## src/rtl/sargantana_icache_pkg.sv

```systemverilog
// Shared geometry and controller state encoding for the Sargantana icache way controller.
package sargantana_icache_pkg;

    localparam int SET_WIDHT  = 256;
    localparam int ADDR_WIDHT = 7;

    typedef enum logic [1:0] {
        SWEEP   = 2'd0,
        IDLE    = 2'd1,
        COLLECT = 2'd2,
        WRITE   = 2'd3
    } way_ctrl_state_t;

endpackage

```

## src/rtl/sargantana_icache_line_assembler.sv

```systemverilog
// Collects refill beats into one cache line, captures the set index on the first
// beat and flags refill_last mismatches against the beat count.
module sargantana_icache_line_assembler
    import sargantana_icache_pkg::*;
#(
    parameter int BEAT_W = 64
) (
    input  logic                  clk_i,
    input  logic                  rstn_i,
    input  logic                  i_accept,
    input  logic                  i_clear,
    input  logic [BEAT_W-1:0]     i_data,
    input  logic                  i_last,
    input  logic [ADDR_WIDHT-1:0] i_addr,
    output logic [SET_WIDHT-1:0]  o_line,
    output logic [ADDR_WIDHT-1:0] o_addr,
    output logic                  o_complete,
    output logic                  o_proto_err
);

    localparam int NBEATS = SET_WIDHT / BEAT_W;
    localparam int CNT_W  = (NBEATS > 1) ? $clog2(NBEATS) : 1;

    logic [CNT_W-1:0]      r_cnt;
    logic [SET_WIDHT-1:0]  r_line;
    logic [ADDR_WIDHT-1:0] r_addr;
    logic                  r_proto_err;
    logic                  w_final;
    logic                  w_take;

    assign w_final     = (r_cnt == CNT_W'(NBEATS - 1));
    assign w_take      = i_accept & ~i_clear;
    assign o_complete  = w_take & w_final;
    assign o_line      = r_line;
    assign o_addr      = r_addr;
    assign o_proto_err = r_proto_err;

    // NOTE: the line buffer is reset so a partial line from before reset can never be written.
    always_ff @(posedge clk_i or negedge rstn_i) begin
        if (!rstn_i) begin
            r_cnt       <= '0;
            r_line      <= '0;
            r_addr      <= '0;
            r_proto_err <= 1'b0;
        end else begin
            r_proto_err <= w_take & (i_last != w_final);
            if (i_clear) begin
                r_cnt <= '0;
            end else if (i_accept) begin
                r_line[int'(r_cnt) * BEAT_W +: BEAT_W] <= i_data;
                if (r_cnt == '0) begin
                    r_addr <= i_addr;
                end
                r_cnt <= w_final ? '0 : r_cnt + 1'b1;
            end
        end
    end

endmodule

```

## src/rtl/sargantana_icache_way_ctrl.sv

```systemverilog
// Write/read initiator for one icache way SRAM: line refill, lookup pass-through, flush sweep.
// Define SARGANTANA_ICACHE_WAY_INIT_EN to zero every set on leaving reset.
module sargantana_icache_way_ctrl
    import sargantana_icache_pkg::*;
#(
    parameter int BEAT_W = 64
) (
    input  logic                  clk_i,
    input  logic                  rstn_i,
    input  logic                  lookup_req_i,
    input  logic [ADDR_WIDHT-1:0] lookup_addr_i,
    output logic                  lookup_gnt_o,
    input  logic                  refill_valid_i,
    output logic                  refill_ready_o,
    input  logic [ADDR_WIDHT-1:0] refill_addr_i,
    input  logic [BEAT_W-1:0]     refill_data_i,
    input  logic                  refill_last_i,
    input  logic                  flush_i,
    output logic                  way_req_o,
    output logic                  way_we_o,
    output logic [ADDR_WIDHT-1:0] way_addr_o,
    output logic [SET_WIDHT-1:0]  way_data_o,
    output logic                  refill_done_o,
    output logic                  proto_err_o,
    output logic                  busy_o
);

`ifdef SARGANTANA_ICACHE_WAY_INIT_EN
    localparam way_ctrl_state_t RESET_STATE = SWEEP;
`else
    localparam way_ctrl_state_t RESET_STATE = IDLE;
`endif

    localparam logic [ADDR_WIDHT-1:0] SWEEP_LAST = '1;

    way_ctrl_state_t       r_state;
    way_ctrl_state_t       w_next_state;
    logic [ADDR_WIDHT-1:0] r_sweep_cnt;
    logic                  w_ready;
    logic                  w_accept;
    logic                  w_clear;
    logic                  w_line_complete;
    logic [SET_WIDHT-1:0]  w_line;
    logic [ADDR_WIDHT-1:0] w_line_addr;

    // Ready depends only on state, which keeps the beat handshake free of combinational loops.
    assign w_ready        = (r_state == IDLE) || (r_state == COLLECT);
    assign w_accept       = refill_valid_i & w_ready;
    assign w_clear        = flush_i & w_ready;
    assign refill_ready_o = w_ready;
    assign busy_o         = (r_state != IDLE);

    sargantana_icache_line_assembler #(
        .BEAT_W (BEAT_W)
    ) u_line_assembler (
        .clk_i       (clk_i),
        .rstn_i      (rstn_i),
        .i_accept    (w_accept),
        .i_clear     (w_clear),
        .i_data      (refill_data_i),
        .i_last      (refill_last_i),
        .i_addr      (refill_addr_i),
        .o_line      (w_line),
        .o_addr      (w_line_addr),
        .o_complete  (w_line_complete),
        .o_proto_err (proto_err_o)
    );

    // NOTE: sequential state uses non-blocking assignments so every flop samples pre-edge values.
    always_ff @(posedge clk_i or negedge rstn_i) begin
        if (!rstn_i) begin
            r_state     <= RESET_STATE;
            r_sweep_cnt <= '0;
        end else begin
            r_state     <= w_next_state;
            r_sweep_cnt <= (r_state == SWEEP && !flush_i) ? r_sweep_cnt + 1'b1 : '0;
        end
    end

    // NOTE: every output of this block gets a default first, so no path can infer a latch.
    always_comb begin
        w_next_state  = r_state;
        lookup_gnt_o  = 1'b0;
        way_req_o     = 1'b0;
        way_we_o      = 1'b0;
        way_addr_o    = '0;
        way_data_o    = '0;
        refill_done_o = 1'b0;
        unique case (r_state)
            IDLE, COLLECT: begin
                way_req_o    = lookup_req_i;
                way_addr_o   = lookup_addr_i;
                lookup_gnt_o = lookup_req_i;
                if (flush_i) begin
                    w_next_state = SWEEP;
                end else if (w_line_complete) begin
                    w_next_state = WRITE;
                end else if (w_accept) begin
                    w_next_state = COLLECT;
                end
            end
            WRITE: begin
                way_req_o     = 1'b1;
                way_we_o      = 1'b1;
                way_addr_o    = w_line_addr;
                way_data_o    = w_line;
                refill_done_o = 1'b1;
                w_next_state  = flush_i ? SWEEP : IDLE;
            end
            SWEEP: begin
                way_req_o  = 1'b1;
                way_we_o   = 1'b1;
                way_addr_o = r_sweep_cnt;
                if (!flush_i && r_sweep_cnt == SWEEP_LAST) begin
                    w_next_state = IDLE;
                end
            end
            default: w_next_state = RESET_STATE;
        endcase
    end

endmodule

```

## config.mk

```make
export PLATFORM = sky130hd
export DESIGN_NAME = sargantana_icache_way_ctrl
export DESIGN_NICKNAME = d
export VERILOG_FILES = /design/src/rtl/sargantana_icache_pkg.sv /design/src/rtl/sargantana_icache_line_assembler.sv /design/src/rtl/sargantana_icache_way_ctrl.sv
export SDC_FILE = /design/constraint.sdc
export NUM_CORES = 1
export LEC_CHECK = 0
export ABC_AREA = 1
export ABC_CLOCK_PERIOD_IN_PS = 2150
export BUFFER_PORTS_ARGS = -buffer_cell sky130_fd_sc_hd__buf_2
export CORE_UTILIZATION = 25
export CTS_BUF_LIST = sky130_fd_sc_hd__clkbuf_4
export DETAILED_ROUTE_END_ITERATION = 8
export SYNTH_ARGS = -nofsm -noshare
export SYNTH_HDL_FRONTEND = slang
export SYNTH_SLANG_ARGS = --single-unit
```

## constraint.sdc

```tcl
create_clock -name clk_i -period 2.15 [get_ports clk_i]
set_input_delay 0.215 -clock clk_i [delete_from_list [all_inputs] [get_ports clk_i]]
set_output_delay 0.215 -clock clk_i [all_outputs]
set_load 0.02 [all_outputs]
```

== Word-level counts from Yosys, hierarchy flattened ==
Cells that the tools add are included.
Widths: inputs -> output; s select.

* Register bits after elaboration: 275
* Input port bits: 84
* Output and inout bits: 270
* Word-level logic and storage cells: 55

* Add/subtract/negate cells: 3
* Equality and inequality tests: 9
* Shift-type cells: 2
* Mux-type cells: 17
* Bitwise operators: 6
* Reductions and logical operators: 12

{| class="wikitable"
|+ Operators by type and width
! kind !! count
|-
| $bwmux 256 || 1
|-
| $mux 256 || 1
|-
| $shift 64x33->256 const A || 1
|-
| $shiftx 64x33->256 || 1
|-
| $neg 8->33 || 1
|-
| $pmux 7 s3 || 1
|-
| $mux 2 || 7
|-
| $add 7x1->7 const B || 1
|-
| $eq 7x7->1 const B || 1
|-
| $mux 7 || 1
|-
| $eq 2x2->1 const B || 3
|-
| $pmux 2 s3 || 1
|-
| $and 1x1->1 || 5
|-
| $logic_not 2->1 || 2
|-
| $mux 1 || 4
|-
| $ne 2x1->1 const B || 2
|-
| $ne 4x2->1 const B || 1
|-
| $reduce_and 2->1 || 2
|-
| $reduce_or 2->1 || 2
|-
| $reduce_and 3->1 || 1
|-
| $add 2x1->2 const B || 1
|-
| $eq 2x1->1 const B || 1
|-
| $logic_and 1x1->1 || 2
|-
| $pmux 1 s2 || 1
|-
| other kinds (5) || 5
|}

== Logic depth before layout (Yosys ltp) ==
* Word-level depth: 9
* Mapped depth: 10
* Mapped depth without buffers: 8

== Modules after synthesis ==
Synthesis repeated with hierarchy kept, for this count alone.

* Cell total of the unflattened synthesis: 1990
* Area total of the unflattened synthesis: 13680.6 um2

{| class="wikitable"
|+ Modules (own cells, without submodules)
! module !! instances !! cells an instance !! area an instance (um2) !! sequential area each (um2)
|-
| sargantana_icache_line_assembler || 1 || 1348 || 10933.0 || 6656.4
|-
| sargantana_icache_way_ctrl || 1 || 642 || 2747.6 || 226.5
|}

== Worst setup path before layout ==
No wires, ideal clock.

* Path type: register -> output
* From: register r_state[0]
* To: output way_addr_o[0]
* Arrival time: 2.055 ns
* Data required time: 1.935 ns
* Setup slack: -0.120 ns
* Cell stages (with the launch flop): 8
* Path through: dfstp_2 > inv_1 > ha_1 > buf_2 > inv_1 > clkbuf_1 > nor2_1 > a21oi_1

* Longest elaborated chain between the ends: 3
* Elaborated cells between the ends (all ways): 6
* Those cells by class: eq/ne (3); mux (1); reduce/logical (2)

{| class="wikitable"
|+ Ends and longest elaborated chain
! item !! RTL line !! text
|-
| from (decl) || sargantana_icache_way_ctrl.sv:36 || <nowiki>way_ctrl_state_t r_state;</nowiki>
|-
| from (signal assigned) || sargantana_icache_way_ctrl.sv:75 || <nowiki>r_state <= w_next_state;</nowiki>
|-
| $eq 2x1->1 or $eq 2x2->1 (tied branches) || sargantana_icache_way_ctrl.sv:89 || <nowiki>unique case (r_state)</nowiki>
|-
| $reduce_or 2->1 || sargantana_icache_way_ctrl.sv:89 ||
|-
| $pmux 7 s3 * || sargantana_icache_way_ctrl.sv:89 ||
|-
| to (decl) || sargantana_icache_way_ctrl.sv:21 || <nowiki>output logic [ADDR_WIDHT-1:0] way_addr_o,</nowiki>
|}

Mark *: on every way between the ends. The rest lies on a longest branch, timed or not.

== Final worst setup path ==
* From: register r_state[0]
* To: output way_data_o[206]

* Longest elaborated chain between the ends: 2

{| class="wikitable"
|+ Ends and longest elaborated chain
! item !! RTL line !! text
|-
| $eq 2x2->1 || sargantana_icache_way_ctrl.sv:89 ||
|-
| $mux 256 || sargantana_icache_way_ctrl.sv:89 ||
|-
| to (decl) || sargantana_icache_way_ctrl.sv:22 || <nowiki>output logic [SET_WIDHT-1:0] way_data_o,</nowiki>
|}

Every way passes these cells.

==> impl_results.md <==
* WL final at 56.19 mm
* Gr ovfl total at 0
* MaxCap Viol Count at 0
* Power Total at 11.21 mW
* Relative slew slack at 39.45%
* Slew @ Worst Pin at 908.3 ps
* Arrival time worst endpoint at 2350 ps
* Status: finished, violations left
* Port-buffer cells at 353
* Core area at 56390 um2
* Gr usage total at 18.98%
* Synth Cell Area at 14270 um2
* Final-report max-slew violation count at 0
* Initial antenna violation count at 1
* Residual DRC at 0
* Critical path's top delay family: buffers and inverters
* Area delta synth->final at 41.50%
* VDD IR max at 0.2588 mV
* Vias in the first global route at 14873
* Seq cells post-synth at 275
* Post-Layout Inst Area at 20190 um2
* Post-Synthesis Cells at 1980
* Synth Net Count at 2074
* Fin crit share at 119.1%
* Die area at 58020 um2
* Crit path buf inv count at 5
* CP Max Fanout at 22
* H-Tree Depth at 3
* Crit. End Element: output pin
* Via density at 4.716
* Worst-path cell chain: buf_6, ha_4, buf_12, buf_16, nand2_1, inv_1, buf_2
* Syn Area/Cell at 7.205 um2
* FP Rows at 87
* Die extent in x at 240.9 um
* Worst Clk Skew at 46.84 ps
* Largest net degree at the start of global routing at 65
* Clk root buf: clkbuf_4
* Wire length per cell at 17.34 um
* GPL Wtd Cong at 0.8023
* Worst reg2reg path endpoint: u_line_assembler.o_line[157]
* RSZ-0062 raised after global routing: true
* Synth unique cells at 22
* Post-DP HPWL at 34.76 mm
* Layout cells sized above 1 at 26.46%
* Clock tree buffer depth at 3
* Final-report hold violation count at 0
* PD cells at 555.4 nW/um2
* Nets at 2519
* Max Clk Rate at 0.3904 GHz
* TritonCTS Buffers at 84
* Crit path max-delay cell type: dfstp_2
* Min-delay worst type: in -> async
* I/O Pins at 354
* Vias at 15279
* Final core utilization at 35.80%
* CTS tree: yes
* LEAKAGE at 12.63 nW
* R2R depth at 8
* Crit Path Class: reg -> out
* TritonRoute pass-1 iters at 7
* Starting density of the core at 25.30%
* Reg clk slew, reported paths at 60 ps
* Worst path max stage delay at 540 ps
* Final setup viols at 268
* Final setup margin at -411.5 ps
* Startpoint type of the worst setup path: flop
* First-pass GRT wire length at 85.01 mm
* Placed Instance Area at 17230 um2
* R2R Setup Slk at 30 ps
* Fill cell count at 6028
* FF-to-FF Start: r_state[0]
* Final critical-path required period at 2561 ps
* Initial DRC Count at 1047
* DRT antenna net count at 0
* Failing checks: setup timing
* Synth warnings at 0
* Clock Latency Late Sink at 810 ps
* Critical path required time at 1930 ps
* Sequential fraction of the synthesis area at 48.25%
* Die Span Y at 240.9 um
* Clk sinks at 275
* Setup Slack @ Placement at 172.5 ps
-- cell families (layout without fill, tap and decap cells) --
logic type / Yosys count / after routing / synth area share [%]
DFF: 275 / 275 / 48.25
buffers and inverters: 437 / 940 / 12.03
xor gates and xnor gates: 1 / 1 / 0.06140
other: 0 / 1 / 0
adders and majority gates: 10 / 10 / 0.8770
AOI/OAI and AO/OA: 286 / 286 / 10.03
and+or+nand+nor: 971 / 971 / 28.75
-- cell type report --
| cell class | instances | area [um2] | area share, % |
|---|---|---|---|
| antenna | 1 | 2.502 | 0.01240 |
| clock buffer | 116 | 870.8 | 4.314 |
| clock inverter | 28 | 140.1 | 0.6942 |
| inverter | 278 | 1051 | 5.206 |
| multi-input combinational | 1268 | 5821 | 28.83 |
| sequential | 275 | 6883 | 34.10 |
| tap | 756 | 945.9 | 4.686 |
| timing repair buffer | 518 | 4473 | 22.16 |
-- repair_timing --
item / CTS / global route
hold buffers: 76 / 0
resized for setup: 170 / 160
buffers inserted: 16 / 1
gates cloned: 5 / 2
endpoints found under the setup margin: 268 / 340
hold endpoints to repair: 550 / 0
pin swaps: 2 / 2
-- routing by layer --
metal	wire [um]	global-route usage [%]	vias up	part of all wire (%)
met1	23990	24.81	7405	43
met2	26960	30.30	622	48
met3	3640	3.889	112	6.5
met5	0	0	-	0
li1	-	-	7140	-
met4	1590	8.170	0	2.8
-- metrics by stage --
step                setup TNS, ps  instances  hold slack (ps)
floorplan                       0       1980           -80.59
global placement                0       2997            206.3
detailed placement              0       2997            209.8
CTS                       -126040       3238            15.01
global route              -134980       3240            86.39
finish                     -85000       3240            135.6
-- registers in the layout (all words and copies together) (netlist names) --
| name | count |
|---|---|
| u_line_assembler.o_line | 256 |
| r_sweep_cnt | 7 |
| u_line_assembler.o_addr | 7 |
| r_state | 2 |
| u_line_assembler.r_cnt | 2 |
| u_line_assembler.o_proto_err | 1 |
-- tightest hold or removal path, cell delays in order --
cell and delay (ps):
dlygate4sd3_1 570, buf_8 240, buf_4 240
-- synth_stat cells, drive strengths merged --
master | n | area share, %
or2 | 1 | 0.044
nor3 | 4 | 0.22
o21ai | 266 | 9.3
xnor2 | 1 | 0.061
nand4 | 64 | 2.8
inv | 278 | 7.3
nor2 | 87 | 2.5
a21oi | 20 | 0.70
dfstp | 1 | 0.18
nand3 | 197 | 6.9
buf | 51 | 1.9
dfrtp | 274 | 48
ha | 10 | 0.88
clkbuf | 108 | 2.8
nand2 | 618 | 16
-- how the worst max path moves through the flow --
| stage | startpoint | end | slack [ps] | cells past startpoint |
|---|---|---|---|---|
| global placement | r_state[0] | u_line_assembler.o_line[208] | 190 | 7 |
| detailed placement | r_state[0] | u_line_assembler.o_line[188] | 170 | 7 |
| global route | r_state[0] | way_data_o[252] | -580 | 7 |
| finish | r_state[0] | way_data_o[206] | -410 | 7 |
| floorplan | r_state[0] | way_addr_o[0] | 50 | 7 |
| CTS | r_state[0] | way_data_o[206] | -550 | 7 |
-- power by group --
part	internal, mW	total, mW	switching, mW	leakage [nW]
logic	0.292	0.949	0.657	8.18
clock network	2.61	5.08	2.47	0.607
registers	5.18	5.19	0.00692	3.84
total	8.08	11.2	3.13	12.6
-- cell usage in the layout (no fill, tap or decap), drive strengths merged --
cell type,count
a21oi,20
buf,440
bufbuf,1
bufinv,1
clkbuf,118
clkinv,28
clkinvlp,1
dfrtp,274
dfstp,1
diode,1
dlygate4sd3,75
ha,10
inv,276
nand2,618
nand3,197
nand4,64
nor2,87
nor3,4
o21ai,266
or2,1
xnor2,1
Power figures use the tool's default switching activity.
